--- src/rtl/ds1302_pkg.sv ---
// DS1302 responder shared definitions:
// register addresses, command bits, FSM states, reset values.
package ds1302_pkg;

   localparam logic [4:0] ADDR_SEC   = 5'd0;
   localparam logic [4:0] ADDR_MIN   = 5'd1;
   localparam logic [4:0] ADDR_HOUR  = 5'd2;
   localparam logic [4:0] ADDR_DATE  = 5'd3;
   localparam logic [4:0] ADDR_MONTH = 5'd4;
   localparam logic [4:0] ADDR_DAY   = 5'd5;
   localparam logic [4:0] ADDR_YEAR  = 5'd6;
   localparam logic [4:0] ADDR_CTRL  = 5'd7;
   localparam logic [4:0] ADDR_TCS   = 5'd8;
   localparam logic [4:0] ADDR_BURST = 5'd31;

   localparam int CMD_RD   = 0;
   localparam int CMD_RAM  = 6;
   localparam int CMD_MARK = 7;

   typedef enum logic [2:0] {
      ST_IDLE  = 3'd0,
      ST_CMD   = 3'd1,
      ST_WDATA = 3'd2,
      ST_RDATA = 3'd3,
      ST_DONE  = 3'd4
   } state_t;

   localparam logic [7:0] RST_SEC   = 8'h80;
   localparam logic [7:0] RST_MIN   = 8'h00;
   localparam logic [5:0] RST_HOUR  = 6'h00;
   localparam logic [7:0] RST_DATE  = 8'h01;
   localparam logic [7:0] RST_MONTH = 8'h01;
   localparam logic [7:0] RST_DAY   = 8'h01;
   localparam logic [7:0] RST_YEAR  = 8'h00;
   localparam logic [7:0] RST_TCS   = 8'h00;

   // BCD increment with wrap at vmax; bit 8 is the carry out.
   // A low nibble of 9 or more carries so odd values still progress.
   function automatic logic [8:0] bcd_inc(
      input logic [7:0] v,
      input logic [7:0] vmax
   );
      if (v >= vmax)
         return 9'h100;
      else if (v[3:0] >= 4'd9)
         return {1'b0, v[7:4] + 4'd1, 4'd0};
      else
         return {1'b0, v[7:4], v[3:0] + 4'd1};
   endfunction

endpackage

--- src/rtl/ds1302_bcd_clock.sv ---
// DS1302 timekeeper: 1 Hz prescaler and BCD sec/min/hour
// counters; register writes override the same-cycle increment.
module ds1302_bcd_clock
   import ds1302_pkg::*;
#(
   parameter int CLK_HZ = 50_000_000
) (
   input  logic       i_clk,
   input  logic       i_rst,
   input  logic       i_wr_sec,
   input  logic       i_wr_min,
   input  logic       i_wr_hour,
   input  logic [7:0] i_wdata,
   output logic [7:0] o_sec,
   output logic [7:0] o_min,
   output logic [5:0] o_hour,
   output logic       o_tick
);

   localparam int PW = (CLK_HZ > 1) ? $clog2(CLK_HZ) : 1;
   localparam logic [PW-1:0] P_TOP = PW'(CLK_HZ - 1);

   logic [PW-1:0] r_presc;
   logic [7:0]    r_sec;
   logic [7:0]    r_min;
   logic [5:0]    r_hour;
   logic          r_tick;

   logic       w_wrap;
   logic       w_run;
   logic [8:0] w_sec_n;
   logic [8:0] w_min_n;
   logic       w_sec_c;
   logic       w_min_c;

   assign w_wrap  = (r_presc == P_TOP);
   assign w_run   = w_wrap & ~r_sec[7];
   assign w_sec_n = bcd_inc(r_sec, 8'h59);
   assign w_min_n = bcd_inc(r_min, 8'h59);
   assign w_sec_c = w_run & w_sec_n[8];
   assign w_min_c = w_sec_c & w_min_n[8];

   // Free-running prescaler, restarted whenever seconds are written
   always_ff @(posedge i_clk or posedge i_rst) begin
      if (i_rst) begin
         r_presc <= '0;
         r_tick  <= 1'b0;
      end else begin
         r_tick <= w_wrap;
         if (i_wr_sec || w_wrap)
            r_presc <= '0;
         else
            r_presc <= r_presc + PW'(1);
      end
   end

   // Time registers: a write wins, carries from lower digits still ripple
   always_ff @(posedge i_clk or posedge i_rst) begin
      if (i_rst) begin
         r_sec  <= RST_SEC;
         r_min  <= RST_MIN;
         r_hour <= RST_HOUR;
      end else begin
         if (i_wr_sec)
            r_sec <= i_wdata;
         else if (w_run)
            r_sec <= w_sec_n[7:0];
         if (i_wr_min)
            r_min <= i_wdata;
         else if (w_sec_c)
            r_min <= w_min_n[7:0];
         if (i_wr_hour)
            r_hour <= i_wdata[5:0];
         else if (w_min_c)
            r_hour <= 6'(bcd_inc({2'b00, r_hour}, 8'h23));
      end
   end

   assign o_sec  = r_sec;
   assign o_min  = r_min;
   assign o_hour = r_hour;
   assign o_tick = r_tick;

endmodule

--- src/rtl/ds1302_responder.sv ---
// DS1302 device-side responder: 3-wire protocol FSM and register file.
// Define DS1302_RAM_EN to add the 31-byte user RAM.
module ds1302_responder
   import ds1302_pkg::*;
#(
   parameter int CLK_HZ   = 50_000_000,
   parameter int SYNC_STG = 2
) (
   input  logic sys_clk,
   input  logic rst,
   input  logic ds_ce,
   input  logic ds_sclk,
   input  logic ds_io_in,
   output logic ds_io_out,
   output logic ds_io_oe,
   output logic access_done,
   output logic tick_1hz
);

   logic [SYNC_STG-1:0] r_ce_sync;
   logic [SYNC_STG-1:0] r_sclk_sync;
   logic [SYNC_STG-1:0] r_io_sync;
   logic                r_ce_d;
   logic                r_sclk_d;

   logic w_ce_s;
   logic w_sclk_s;
   logic w_io_s;
   logic w_ce_rise;
   logic w_sclk_rise;
   logic w_sclk_fall;

   state_t     r_state;
   state_t     w_state_n;
   logic [3:0] r_cnt;
   logic [3:0] w_cnt_n;
   logic [6:0] r_shift;
   logic [6:0] w_shift_n;
   logic [7:0] r_rdata;
   logic [7:0] w_rdata_n;
   logic       r_cmd_ram;
   logic       w_cmd_ram_n;
   logic [4:0] r_cmd_addr;
   logic [4:0] w_cmd_addr_n;
   logic       r_io_out;
   logic       w_io_out_n;
   logic       r_oe;
   logic       w_oe_n;
   logic       r_done;
   logic       w_done_n;
   logic       w_commit;

   logic [7:0] w_byte;
   logic [4:0] w_addr;
   logic [7:0] w_rd_val;
   logic       w_blocked;

   logic [7:0] r_date;
   logic [7:0] r_month;
   logic [7:0] r_day;
   logic [7:0] r_year;
   logic [7:0] r_tcs;
   logic       r_wp;

   logic [7:0] w_sec;
   logic [7:0] w_min;
   logic [5:0] w_hour;
   logic       w_wr_ck;
   logic       w_wr_sec;
   logic       w_wr_min;
   logic       w_wr_hour;

   // Bring the asynchronous pins into sys_clk, plus one stage for edges
   always_ff @(posedge sys_clk or posedge rst) begin
      if (rst) begin
         r_ce_sync   <= '0;
         r_sclk_sync <= '0;
         r_io_sync   <= '0;
         r_ce_d      <= 1'b0;
         r_sclk_d    <= 1'b0;
      end else begin
         r_ce_sync   <= {r_ce_sync[SYNC_STG-2:0], ds_ce};
         r_sclk_sync <= {r_sclk_sync[SYNC_STG-2:0], ds_sclk};
         r_io_sync   <= {r_io_sync[SYNC_STG-2:0], ds_io_in};
         r_ce_d      <= w_ce_s;
         r_sclk_d    <= w_sclk_s;
      end
   end

   assign w_ce_s      = r_ce_sync[SYNC_STG-1];
   assign w_sclk_s    = r_sclk_sync[SYNC_STG-1];
   assign w_io_s      = r_io_sync[SYNC_STG-1];
   assign w_ce_rise   = w_ce_s & ~r_ce_d;
   assign w_sclk_rise = w_sclk_s & ~r_sclk_d;
   assign w_sclk_fall = ~w_sclk_s & r_sclk_d;

   // Byte as it stands once the current bit is shifted in
   assign w_byte = {w_io_s, r_shift};
   assign w_addr = w_byte[5:1];

   assign w_blocked = r_wp &
      ~(~r_cmd_ram & (r_cmd_addr == ADDR_CTRL));

`ifdef DS1302_RAM_EN
   logic [7:0] r_ram [0:30];

   // User RAM, written only by unprotected RAM commits
   always_ff @(posedge sys_clk or posedge rst) begin
      if (rst) begin
         for (int i = 0; i < 31; i++)
            r_ram[i] <= 8'h00;
      end else if (w_commit && r_cmd_ram) begin
         r_ram[r_cmd_addr] <= w_byte;
      end
   end
`endif

   // Read value selected by the command being decoded
   always_comb begin
      w_rd_val = 8'h00;
      if (!w_byte[CMD_RAM]) begin
         case (w_addr)
            ADDR_SEC:   w_rd_val = w_sec;
            ADDR_MIN:   w_rd_val = w_min;
            ADDR_HOUR:  w_rd_val = {2'b00, w_hour};
            ADDR_DATE:  w_rd_val = r_date;
            ADDR_MONTH: w_rd_val = r_month;
            ADDR_DAY:   w_rd_val = r_day;
            ADDR_YEAR:  w_rd_val = r_year;
            ADDR_CTRL:  w_rd_val = {r_wp, 7'b0};
            ADDR_TCS:   w_rd_val = r_tcs;
            default:    w_rd_val = 8'h00;
         endcase
      end
`ifdef DS1302_RAM_EN
      else if (w_addr != ADDR_BURST) begin
         w_rd_val = r_ram[w_addr];
      end
`endif
   end

   // Protocol FSM registers
   always_ff @(posedge sys_clk or posedge rst) begin
      if (rst) begin
         r_state    <= ST_IDLE;
         r_cnt      <= 4'd0;
         r_shift    <= 7'd0;
         r_rdata    <= 8'h00;
         r_cmd_ram  <= 1'b0;
         r_cmd_addr <= 5'd0;
         r_io_out   <= 1'b0;
         r_oe       <= 1'b0;
         r_done     <= 1'b0;
      end else begin
         r_state    <= w_state_n;
         r_cnt      <= w_cnt_n;
         r_shift    <= w_shift_n;
         r_rdata    <= w_rdata_n;
         r_cmd_ram  <= w_cmd_ram_n;
         r_cmd_addr <= w_cmd_addr_n;
         r_io_out   <= w_io_out_n;
         r_oe       <= w_oe_n;
         r_done     <= w_done_n;
      end
   end

   // Next state: command shift/decode, write commit, read drive
   always_comb begin
      w_state_n    = r_state;
      w_cnt_n      = r_cnt;
      w_shift_n    = r_shift;
      w_rdata_n    = r_rdata;
      w_cmd_ram_n  = r_cmd_ram;
      w_cmd_addr_n = r_cmd_addr;
      w_io_out_n   = r_io_out;
      w_oe_n       = r_oe;
      w_done_n     = 1'b0;
      w_commit     = 1'b0;
      if (!w_ce_s) begin
         w_state_n = ST_IDLE;
         w_cnt_n   = 4'd0;
         w_oe_n    = 1'b0;
      end else begin
         case (r_state)
            ST_IDLE: begin
               if (w_ce_rise) begin
                  w_state_n = ST_CMD;
                  w_cnt_n   = 4'd0;
               end
            end
            ST_CMD: begin
               if (w_sclk_rise) begin
                  w_shift_n = w_byte[7:1];
                  w_cnt_n   = r_cnt + 4'd1;
                  if (r_cnt == 4'd7) begin
                     w_cnt_n      = 4'd0;
                     w_cmd_ram_n  = w_byte[CMD_RAM];
                     w_cmd_addr_n = w_addr;
                     if (!w_byte[CMD_MARK] || w_addr == ADDR_BURST)
                        w_state_n = ST_DONE;
                     else if (w_byte[CMD_RD]) begin
                        w_state_n = ST_RDATA;
                        w_rdata_n = w_rd_val;
                     end else
                        w_state_n = ST_WDATA;
                  end
               end
            end
            ST_WDATA: begin
               if (w_sclk_rise) begin
                  w_shift_n = w_byte[7:1];
                  w_cnt_n   = r_cnt + 4'd1;
                  if (r_cnt == 4'd7) begin
                     w_commit  = ~w_blocked;
                     w_done_n  = ~w_blocked;
                     w_state_n = ST_DONE;
                  end
               end
            end
            ST_RDATA: begin
               if (w_sclk_fall) begin
                  if (r_cnt == 4'd8) begin
                     w_oe_n     = 1'b0;
                     w_io_out_n = 1'b0;
                     w_done_n   = 1'b1;
                     w_state_n  = ST_DONE;
                  end else begin
                     w_io_out_n = r_rdata[r_cnt[2:0]];
                     w_oe_n     = 1'b1;
                     w_cnt_n    = r_cnt + 4'd1;
                  end
               end
            end
            ST_DONE: begin
               w_state_n = ST_DONE;
            end
            default: begin
               w_state_n = ST_IDLE;
            end
         endcase
      end
   end

   assign w_wr_ck   = w_commit & ~r_cmd_ram;
   assign w_wr_sec  = w_wr_ck & (r_cmd_addr == ADDR_SEC);
   assign w_wr_min  = w_wr_ck & (r_cmd_addr == ADDR_MIN);
   assign w_wr_hour = w_wr_ck & (r_cmd_addr == ADDR_HOUR);

   // Calendar and control registers outside the timekeeper
   always_ff @(posedge sys_clk or posedge rst) begin
      if (rst) begin
         r_date  <= RST_DATE;
         r_month <= RST_MONTH;
         r_day   <= RST_DAY;
         r_year  <= RST_YEAR;
         r_tcs   <= RST_TCS;
         r_wp    <= 1'b0;
      end else if (w_wr_ck) begin
         case (r_cmd_addr)
            ADDR_DATE:  r_date  <= w_byte;
            ADDR_MONTH: r_month <= w_byte;
            ADDR_DAY:   r_day   <= w_byte;
            ADDR_YEAR:  r_year  <= w_byte;
            ADDR_CTRL:  r_wp    <= w_byte[7];
            ADDR_TCS:   r_tcs   <= w_byte;
            default:    ;
         endcase
      end
   end

   ds1302_bcd_clock #(
      .CLK_HZ (CLK_HZ)
   ) u_clock (
      .i_clk     (sys_clk),
      .i_rst     (rst),
      .i_wr_sec  (w_wr_sec),
      .i_wr_min  (w_wr_min),
      .i_wr_hour (w_wr_hour),
      .i_wdata   (w_byte),
      .o_sec     (w_sec),
      .o_min     (w_min),
      .o_hour    (w_hour),
      .o_tick    (tick_1hz)
   );

   assign ds_io_out   = r_io_out;
   assign ds_io_oe    = r_oe;
   assign access_done = r_done;

endmodule
--- config.mk ---
export PLATFORM = sky130hd
export DESIGN_NAME = ds1302_responder
export DESIGN_NICKNAME = d
export VERILOG_FILES = /design/src/rtl/ds1302_pkg.sv /design/src/rtl/ds1302_bcd_clock.sv /design/src/rtl/ds1302_responder.sv
export SDC_FILE = /design/constraint.sdc
export NUM_CORES = 1
export LEC_CHECK = 0
export CORE_ASPECT_RATIO = 1.75
export CORE_MARGIN = 2
export CORE_UTILIZATION = 56
export DETAILED_ROUTE_END_ITERATION = 8
export GPL_ROUTABILITY_DRIVEN = 0
export GPL_TIMING_DRIVEN = 0
export PLACE_DENSITY = 0.72
export REMOVE_ABC_BUFFERS = 1
export SLEW_MARGIN = 20
export SYNTH_ARGS = -nofsm -noshare
export SYNTH_HDL_FRONTEND = slang
export SYNTH_SLANG_ARGS = --single-unit
--- constraint.sdc ---
create_clock -name sys_clk -period 4.6 [get_ports sys_clk]
set_input_delay 1.15 -clock sys_clk [delete_from_list [all_inputs] [get_ports sys_clk]]
set_output_delay 1.15 -clock sys_clk [all_outputs]
set_load 0.005 [all_outputs]
==> results_tabular.tex <==
\begin{tabular}{lr}
\hline
Metric & Value \\
\hline
\multicolumn{2}{l}{\textbf{STA}} \\
Post-route worst hold slack & 0.352 ns \\
Time the worst path needs with I/O delays and setup & 3.17 ns \\
Slew at the pin with the worst max-slew slack & 1.17 ns \\
Setup repair after global routing missed its margin & false \\
Finish-stage setup viols & 0 \\
Number of endpoints with negative hold slack in the final report & 0 \\
Tcrit/Tclk final & 0.688 \\
Slew Limit Headroom & 0.214 \\
Sum Neg Setup Slack & 0 ns \\
Slew Limit Fails & 0 \\
Worst Clk Skew & 0.00514 ns \\
Maximum clock frequency & 316 MHz \\
\multicolumn{2}{l}{\textbf{Power and ir drop}} \\
Worst voltage drop across the vdd grid & around 280 uV \\
Total power density per cell area & around 380 nW/um\^{}2 \\
Lkg Pwr & roughly 3.3 nW \\
Total power consumption of the routed design & 2.83 mW \\
\multicolumn{2}{l}{\textbf{Floorplan}} \\
Core area & around 12000 sq um \\
Die Width & 86.2 microns \\
Vert. Die Dim & roughly 150 microns \\
Starting Density & 0.572 \\
Die Outline Area & 12800 sq um \\
Number of rows in the core area & 52 \\
I/O pin total & 9 \\
\multicolumn{2}{l}{\textbf{Logic synthesis}} \\
Mean instance size in the synthesized netlist & $\sim$10 sq um \\
Adder and majority cell fraction of the synthesized area & 0.0340 \\
Simple-gate portion of the synthesized area & 0.191 \\
Complex-gate fraction of the synthesized area & 0.124 \\
Library cells used by synthesis & slightly above 60 \\
Primary FF master, synth & sky130\_fd\_sc\_hd\_\_dfrtp\_1 \\
Main combinational cell family by area after synthesis & simple AND/OR/NAND/NOR gates \\
Post-synthesis share of cell area spent on xor and xnor gates & 0.0317 \\
Count of yosys warnings during synthesis & 0 \\
Number of enable-type register cells in the synthesized netlist & 0 \\
\#FFs+latches synth & 129 \\
Syn Inst Count & 662 \\
Post-synthesis cell area & 6630 sq um \\
Share of flip-flops with an asynchronous set or reset after synthesis & 1.00 \\
Register area share after synthesis & 0.488 \\
Multiplexer fraction of the synthesized cell area & 0.103 \\
\multicolumn{2}{l}{\textbf{Setup path}} \\
Critical path capture point type & flip-flop \\
Setup Crit Path Kind & reg2reg \\
Kind of cell adding the most delay to the critical path & simple AND/OR/NAND/NOR gates \\
Reg2reg start & r\_cnt[0] \\
Last element of the critical path & u\_clock.r\_presc[9] \\
Data arrival time at the worst-slack endpoint & 3.45 ns \\
Sum of buffers and inverters on the critical path & 0 \\
Cell-by-cell trace of the critical path & ha\_1 -> nand3b\_1 -> nand4bb\_1 -> nor3\_1 -> and2\_1 -> or2\_2 -> nor2\_1 \\
CP Depth & 7 \\
Critical Path Start Type & flip-flop \\
CP Data Required Time & 4.88 ns \\
FF-to-FF End & u\_clock.r\_presc[9] \\
Worst setup path startpoint & r\_cnt[0] \\
Biggest fanout along the worst timing path & 25 \\
Setup slack of the worst register-to-register path & 1.43 ns \\
Worst reg-to-reg path cell count & 7 \\
Worst path max stage delay & approximately 0.6 ns \\
Slowest cell on crit path & sky130\_fd\_sc\_hd\_\_and2\_1 \\
\multicolumn{2}{l}{\textbf{CTS}} \\
Clock Latency Late Sink & 0.42 ns \\
CTS tree & done \\
Post-cts repair resize count & 0 \\
Worst-case clock buffer depth & 2 \\
Number of buffers inserted for hold repair after clock tree synthesis & 0 \\
Depth of the CTS H-tree & 4 \\
Library cell used as clock root buffer & sky130\_fd\_sc\_hd\_\_clkbuf\_16 \\
CTS buffer count & 17 \\
Setup bufs post-CTS & 0 \\
Clock transition at path regs & 0.05 ns \\
Clock sink count & 129 \\
\multicolumn{2}{l}{\textbf{GRT}} \\
Number of global-route vias before repair & between 5000 and 6000 \\
Wire length of the first global-routing pass & between 20 and 30 mm \\
Pin count of the biggest net entering global routing & 72 \\
Aggregate global-route resource usage & 0.262 \\
Total overflow reported by the global router & 0 \\
Antenna violations before repair & 0 \\
\multicolumn{2}{l}{\textbf{Min path}} \\
Path category of the worst min-delay check & reg2reg \\
Number of cells on the worst hold path & 0 \\
\multicolumn{2}{l}{\textbf{Final layout}} \\
ANT cells & 0 \\
Final core utilization & 0.640 \\
Number of standard cells in the final layout excluding fillers & 814 \\
Fin nets & 689 \\
Layout overhead on the synthesized area & 11.8\% \\
Layout cells sized above 1 & 0.141 \\
\multicolumn{2}{l}{\textbf{Routing}} \\
Routed len/inst & 19.0 microns \\
First-pass iteration count of the detailed router & 5 \\
Vias/cell & 6.17 \\
DRC violation total after the first TritonRoute iteration & 320 \\
Post-Route WL & 15.5 mm \\
Antenna viol nets, final & 0 \\
Detailed-route DRC error count & 0 \\
Vias post-DR & 5022 \\
\multicolumn{2}{l}{\textbf{Placed design}} \\
Number of buffers inserted by port buffering & 8 \\
Cell count after placement & 782 \\
DP Wirelength & roughly 11 mm \\
\multicolumn{2}{l}{\textbf{Run}} \\
Max Cap Violations & 0 \\
\multicolumn{2}{l}{\textbf{Run status}} \\
Run status & completed \\
\hline
\end{tabular}
kinds of logic after synthesis:
kind of cell / count (synthesis)
AO/OA/AOI/OAI: 126
buffers and inverters: 48
multiplexers: 60
XOR/XNOR: 24
adder cells (fa/ha/maj): 18
flip-flops: 129
AND/OR/NAND/NOR: 257
report_power, final:
group          switching (mW)  total, mW  internal (mW)  leakage (nW)
clock network           0.477       1.30          0.819         0.282
registers               0.124       1.29           1.17          1.75
logic                   0.146      0.238         0.0929          1.31
total                   0.747       2.83           2.08          3.35
synth_stat cells (all sizes together) (3+ instances only):
cell	instances	area share
o21ai	38	0.029
a21oi	28	0.021
a31oi	3	0.0028
a211oi	4	0.0045
a22o	11	0.015
a22oi	7	0.0079
o31ai	5	0.0057
nor2	71	0.040
nor3	15	0.011
nand3	28	0.021
nand2b	6	0.0057
o21a	5	0.0057
a221oi	3	0.0040
and2	6	0.0057
and4	3	0.0042
buf	3	0.0023
xnor2	10	0.013
a222oi	3	0.0045
inv	24	0.014
nor2b	13	0.012
and3	8	0.0076
nand2	70	0.040
mux2i	11	0.017
or4	4	0.0051
a21o	4	0.0045
or3	6	0.0059
xor2	14	0.019
ha	18	0.034
mux2	47	0.080
dfrtp	125	0.47
nand4	4	0.0038
nor3b	7	0.0079
clkbuf	21	0.012
dfstp	4	0.016
cell usage in the layout, fill, tap and decap left out, types with 10 or more instances in the layout:
master / n
sky130_fd_sc_hd__a21oi_1: 28
sky130_fd_sc_hd__mux2i_1: 11
sky130_fd_sc_hd__o21ai_0: 38
sky130_fd_sc_hd__nand3_1: 28
sky130_fd_sc_hd__mux2_2: 47
sky130_fd_sc_hd__nor2_1: 71
sky130_fd_sc_hd__dfrtp_1: 125
sky130_fd_sc_hd__nor3_1: 14
sky130_fd_sc_hd__nand2_1: 70
sky130_fd_sc_hd__clkbuf_16: 17
sky130_fd_sc_hd__a22o_1: 11
sky130_fd_sc_hd__nor2b_1: 13
sky130_fd_sc_hd__xor2_1: 14
sky130_fd_sc_hd__xnor2_1: 10
sky130_fd_sc_hd__inv_1: 23
sky130_fd_sc_hd__ha_1: 18
cell type report:
| type | count | area [sq um] |
|---|---|---|
| Tap cell | 135 | 169 |
| Clock buffer | 21 | 460 |
| Fill cell | 955 | 4170 |
| Multi-Input combinational cell | 485 | 3230 |
| Sequential cell | 129 | 3230 |
| Inverter | 24 | 95.1 |
| Timing Repair Buffer | 9 | 108 |
| Clock inverter | 11 | 114 |
layer usage:
layer,track usage,up-vias,part of all wire
li1,-,2364,-
met1,0.279,2467,0.36
met2,0.466,135,0.54
met3,0.0536,56,0.034
met4,0.158,0,0.058
met5,0,-,0
metrics by stage:
stage / instance area (sq um) / setup slack (ns)
after floorplan: 6530 / 0.0156
after global placement: 6780 / -1.58
after detailed placement: 6820 / 1.46
after CTS: 7390 / 1.42
after global routing: 7410 / 1.18
final: 7410 / 1.43
worst min path at each step:
stage                       from            to  slack, ns
detailed placement  r_ce_sync[0]  r_ce_sync[1]       0.34
finish              r_io_sync[0]  r_io_sync[1]       0.35
global placement    r_io_sync[0]  r_io_sync[1]       0.34
floorplan           r_ce_sync[0]  r_ce_sync[1]       0.33
global route        r_ce_sync[0]  r_ce_sync[1]       0.36
CTS                 r_io_sync[0]  r_io_sync[1]       0.35
sequential cells by signal, summed over array words and instances, names as in the netlist, 4 cells and up:
signal,flops
u_clock.r_presc,26
r_date,8
r_day,8
r_month,8
r_rdata,8
r_tcs,8
r_year,8
u_clock.o_min,8
u_clock.o_sec,8
r_shift,7
u_clock.o_hour,6
r_cmd_addr,5
r_cnt,4
(Power assumes the default switching activity.)
